<file path="config.mk">
export PLATFORM = sky130hd
export DESIGN_NAME = mult_hilo_ctrl
export DESIGN_NICKNAME = d
export VERILOG_FILES = /design/src/rtl/mult_hilo_ctrl.sv
export SDC_FILE = /design/constraint.sdc
export NUM_CORES = 1
export LEC_CHECK = 0
export BUFFER_PORTS_ARGS = -buffer_cell sky130_fd_sc_hd__buf_2
export CAP_MARGIN = 40
export CORE_AREA = 2 2 129 131
export CTS_BUF_LIST = sky130_fd_sc_hd__clkbuf_8
export CTS_CLUSTER_DIAMETER = 60
export DETAILED_ROUTE_END_ITERATION = 8
export DIE_AREA = 0 0 131 133
export PLACE_DENSITY_LB_ADDON = 0.15
export SLEW_MARGIN = 5
export SYNTH_ARGS = -nofsm -noshare
export SYNTH_HDL_FRONTEND = slang
export SYNTH_SLANG_ARGS = --single-unit
</file>
<file path="constraint.sdc">
create_clock -name clk -period 5 [get_ports clk]
set_clock_uncertainty 0.1 [all_clocks]
set_input_delay 0.25 -clock clk [delete_from_list [all_inputs] [get_ports clk]]
set_output_delay 0.25 -clock clk [all_outputs]
set_load 0.02 [all_outputs]
</file>
<file path="src/rtl/mult_hilo_ctrl.sv">
// rtl/mult_hilo_ctrl.sv - sequencing/arbitration controller for the shared shift-add multiplier
//
// Accepts MULT/MULTU requests from two issue pipes, grants one at a time,
// launches the external multiplier with a one-cycle start pulse, counts its
// iterations and commits the 64-bit product into the architectural HI/LO.
//
// Optional feature macro: MULT_RR_EN
//   defined   : round-robin arbitration between the two pipes
//   undefined : fixed priority, pipe 0 wins ties
//
// Parameters:
//   ITERS        multiplier shift iterations after the load edge
// Ports:
//   clk, rst_n                 clock, asynchronous active-low reset
//   req{0,1}_valid/_signed     request and MULT(1)/MULTU(0) select per pipe
//   req{0,1}_a/_b              32-bit operands per pipe
//   req{0,1}_ready             combinational grant (transfer on valid & ready)
//   flush                      abort any in-flight multiply
//   mul_start/_signed/_a/_b    registered launch controls to the multiplier
//   mul_s                      64-bit multiplier product
//   hi, lo                     architectural HI/LO
//   busy                       accept edge until HI/LO are written
//   done, done_src             one-cycle completion pulse and requester index

module mult_hilo_ctrl #(
    parameter int ITERS = 64
) (
    input  logic        clk,
    input  logic        rst_n,
    input  logic        req0_valid,
    input  logic        req0_signed,
    input  logic [31:0] req0_a,
    input  logic [31:0] req0_b,
    output logic        req0_ready,
    input  logic        req1_valid,
    input  logic        req1_signed,
    input  logic [31:0] req1_a,
    input  logic [31:0] req1_b,
    output logic        req1_ready,
    input  logic        flush,
    output logic        mul_start,
    output logic        mul_signed,
    output logic [31:0] mul_a,
    output logic [31:0] mul_b,
    input  logic [63:0] mul_s,
    output logic [31:0] hi,
    output logic [31:0] lo,
    output logic        busy,
    output logic        done,
    output logic        done_src
);

    localparam int CNT_W = (ITERS > 1) ? $clog2(ITERS) : 1;
    localparam logic [CNT_W-1:0] CNT_LAST = CNT_W'(ITERS - 1);

    typedef enum logic [1:0] {
        S_IDLE    = 2'd0,
        S_START   = 2'd1,
        S_RUN     = 2'd2,
        S_CAPTURE = 2'd3
    } state_t;

    state_t           state_q;
    logic [CNT_W-1:0] cnt_q;
    logic             src_q;
    logic             mul_start_q;
    logic             mul_signed_q;
    logic [31:0]      mul_a_q;
    logic [31:0]      mul_b_q;
    logic [31:0]      hi_q;
    logic [31:0]      lo_q;
    logic             busy_q;
    logic             done_q;
    logic             done_src_q;

    logic             can_grant;
    logic             pick0;
    logic             accept0;
    logic             accept1;

    // Grants are only offered while idle and not being flushed.
    assign can_grant = (state_q == S_IDLE) && !flush;

`ifdef MULT_RR_EN
    // ptr_q names the preferred pipe on a tie; a lone requester always wins.
    logic ptr_q;
    assign pick0 = req0_valid ? (!req1_valid || !ptr_q) : !req1_valid;
`else
    assign pick0 = req0_valid || !req1_valid;
`endif

    // pick0 steers the single grant so at most one ready is ever high.
    assign req0_ready = can_grant && pick0;
    assign req1_ready = can_grant && !pick0;
    assign accept0    = req0_valid && req0_ready;
    assign accept1    = req1_valid && req1_ready;

    always_ff @(posedge clk or negedge rst_n) begin
        if (!rst_n) begin
            state_q      <= S_IDLE;
            cnt_q        <= '0;
            src_q        <= 1'b0;
            mul_start_q  <= 1'b0;
            mul_signed_q <= 1'b0;
            mul_a_q      <= 32'd0;
            mul_b_q      <= 32'd0;
            hi_q         <= 32'd0;
            lo_q         <= 32'd0;
            busy_q       <= 1'b0;
            done_q       <= 1'b0;
            done_src_q   <= 1'b0;
`ifdef MULT_RR_EN
            ptr_q        <= 1'b0;
`endif
        end else begin
            done_q <= 1'b0;
            if (flush && (state_q != S_IDLE)) begin
                // Abort: HI/LO untouched, no done pulse; operands keep their values.
                state_q     <= S_IDLE;
                busy_q      <= 1'b0;
                mul_start_q <= 1'b0;
            end else begin
                case (state_q)
                    S_IDLE: begin
                        if (accept0 || accept1) begin
                            mul_a_q      <= accept1 ? req1_a : req0_a;
                            mul_b_q      <= accept1 ? req1_b : req0_b;
                            mul_signed_q <= accept1 ? req1_signed : req0_signed;
                            mul_start_q  <= 1'b1;
                            src_q        <= accept1;
                            busy_q       <= 1'b1;
                            state_q      <= S_START;
`ifdef MULT_RR_EN
                            ptr_q        <= ~accept1;
`endif
                        end
                    end
                    S_START: begin
                        // Multiplier loads on this edge; iterations begin next cycle.
                        mul_start_q <= 1'b0;
                        cnt_q       <= '0;
                        state_q     <= S_RUN;
                    end
                    S_RUN: begin
                        cnt_q <= cnt_q + 1'b1;
                        if (cnt_q == CNT_LAST) begin
                            state_q <= S_CAPTURE;
                        end
                    end
                    S_CAPTURE: begin
                        hi_q       <= mul_s[63:32];
                        lo_q       <= mul_s[31:0];
                        busy_q     <= 1'b0;
                        done_q     <= 1'b1;
                        done_src_q <= src_q;
                        state_q    <= S_IDLE;
                    end
                    default: begin
                        state_q <= S_IDLE;
                    end
                endcase
            end
        end
    end

    assign mul_start  = mul_start_q;
    assign mul_signed = mul_signed_q;
    assign mul_a      = mul_a_q;
    assign mul_b      = mul_b_q;
    assign hi         = hi_q;
    assign lo         = lo_q;
    assign busy       = busy_q;
    assign done       = done_q;
    assign done_src   = done_src_q;

endmodule

</file>
==> impl_results.md <==
- Worst-Margin Slew: 876 ps
- CTS clk-pin slew, worst paths: 90 ps
- Number of synthesized flops with an enable pin: 0
- Sequential area share after synthesis: 58.6%
- PortBufs: 333
- CTS tree: done
- Post-Synthesis Cells: 491
- Die width: 131 um
- Die ar.: 0.0174 mm^2
- H-tree levels: 4
- Area share of the largest cell type after synthesis: 58.6%
- CP arrival: 2990 ps
- DR DRC count: 0
- Ant diodes: 0
- Vias in the first global route: 5,789
- Largest net degree at the start of global routing: 95
- CP Class: register to register
- Final WL: 18,100 um
- Max_slew headroom: 41.6%
- Fin. Hold Viols: 0
- Tmin final: 2780 ps
- Post-Place Cells: 1,017
- Synthesized flop and latch total: 142
- Clk Latency, worst-skew pair: 440 ps
- HP Start: req0_b[29]
- CTS Buf Count: 17
- NumNets Final: 1,183
- Largest cells by area after synthesis: dfrtp_1 59%, mux2_2 12%, mux2i_1 11%
- Launching point of the worst reg2reg path: state_q[0]
- Post-CTS Hold Fix Bufs: 160
- Final Instance Count excl. Fillers: 1,211
- Register area: 0.00355 mm^2
- Synth area leader: dfrtp_1
- Initial antenna violation count: 1
- Die Y: 133 um
- Final HPWL DP: 12,100 um
- Most used DFF post-synth: dfrtp_1
- Routability Congestion: 0.758
- CTS sink count: 142
- CP required: 5210 ps
- Final setup vio count: 0
- Pwr Density: 530 mW/mm^2
- First-pass GRT wire length: 27,500 um
- Share of layout cells above drive strength 1: 44.4%
- Multi-input gate area: 0.00232 mm^2
- Avg Inst Size Synth: 12.3 um^2
- Final Core Density: 61.4%
- Grt ovf: 0
- WL per Instance: 14.9 um
- Ports: 334
- Outcome: finished clean
- Vias: 5,530
- Initial core utilization: 37.5%
- Post-CTS Resized: 0
- Worst vdd ir: 264 uV
- Drt initial violations: 147
- Synth Warn #: 0
- Worst Hold Class: input pin to register
- Global-route total usage across every layer: 20.2%
- Clock Root Buffer: clkbuf_8
- Post-synthesis instance area: 0.00606 mm^2
- Placeable Area: 0.0162 mm^2
- Syn nets: 696
- # Post-CTS Setup Buffers: 0
- Critical path origin: state_q[0]
- DR pass1 iterations: 4
- CP Max Fanout: 67
- Area grow syn2layout: 63.9%
- Final Cycle Share: 55.5%
- # fillers: 1,278
- Leak Pwr: 0.00490 uW
- Async set-reset flop share out of synthesis: 100%
- CP startpoint kind: register
- Crit end category: register
- Most frequent cells after synthesis: 142 x dfrtp_1, 74 x nand2_1, 66 x mux2_2, 66 x mux2i_1, 43 x o21ai_0
- Setup tns final: 0 ps
- Max Slew Vio Count: 0
- Bufs on Longest Clock Path: 2
- Achievable clock frequency: 0.360 GHz
- Post-route ant nets: 0
- FP Rows: 47
- Count leader, synth: dfrtp_1
- Post-DR vias/cell: 4.57
- Yosys cell types: 29
- Max cap viols: 0
- RSZ-0062 raised after global routing: false
## path summary, 6_finish.rpt
path / end / slack (ps) / cells after the start
setup / recovery: mul_b[4] / 2220 / 8
hold / removal: mul_b[29] / 30 / 3
setup reg to reg: mul_b[4] / 2220 / 8
hold reg to reg: mul_a[6] / 390 / 2
max in group asynchronous: src_q / 3210 / 3
min in group asynchronous: mul_a[19] / 330 / 2
## registers in the layout, summed over array words and instances (netlist names)
signal      flops
busy            1
cnt_q           6
done            1
done_src        1
hi             32
lo             32
mul_a          32
mul_b          32
mul_signed      1
mul_start       1
src_q           1
state_q         2
## cell usage in the layout, fill, tap and decap left out, types with 3 or more instances in the layout
cell	count
a21oi_1	3
buf_2	332
buf_4	3
bufinv_16	3
clkbuf_8	18
clkinv_4	3
clkinvlp_4	4
dfrtp_1	142
dlygate4sd3_1	162
ha_1	6
inv_1	8
mux2_2	66
mux2i_1	66
nand2_1	73
nand3_1	8
o21ai_0	43
o21ai_1	28
## logic make-up (layout without fill, tap and decap cells)
group	count (synthesis)	count (layout)	synth area share, %
buf+inv	38	538	3.20
compound gates	82	82	7.17
flops	142	142	58.6
simple gates	91	91	6.59
fa+ha+maj	6	6	1.24
mux	132	132	23.2
## cell type report
type	instances	area share, %
multi-input cells	311	23.4
repair buffers	499	33.6
well taps	220	2.77
clock inverters	14	1.70
flip-flops and latches	142	35.8
clock buffers	18	2.49
inverters	7	0.265
## critical path, stage by stage, from the launching register on
cell and delay (ps):
dfrtp_1 410, inv_1 140, ha_1 270, nand2b_4 100, nor3b_4 220, buf_12 410, mux2i_1 260, dlygate4sd3_1 600
o21ai_1 60
## per-stage QoR
| stage | total power [uW] | area, um^2 | hold WS (ps) | worst slack, ps |
|---|---|---|---|---|
| 4_1_cts | 5310 | 9910 | 2.33 | 2210 |
| 6_report | 5270 | 9930 | 28.8 | 2220 |
| 2_1_floorplan | 3380 | 6060 | -146 | 3020 |
| 3_3_place_gp | 4150 | 7890 | 271 | 2340 |
| 3_5_place_dp | 4220 | 7890 | 295 | 2230 |
| 5_1_grt | 5610 | 9930 | 2.20 | 2060 |
## where the power goes
group | switching, uW | internal (uW)
Clock | 448 | 506
Sequential | 270 | 1680
Combinational | 1400 | 959
Total | 2120 | 3150
## per-layer routing
layer	track usage (%)	vias up	wire, um
li1	-	2677	-
met1	22.0	2574	7120
met2	36.2	229	9220
met3	5.10	48	1200
met4	9.52	2	541
met5	0	-	13
Power figures use the tool's default switching activity.
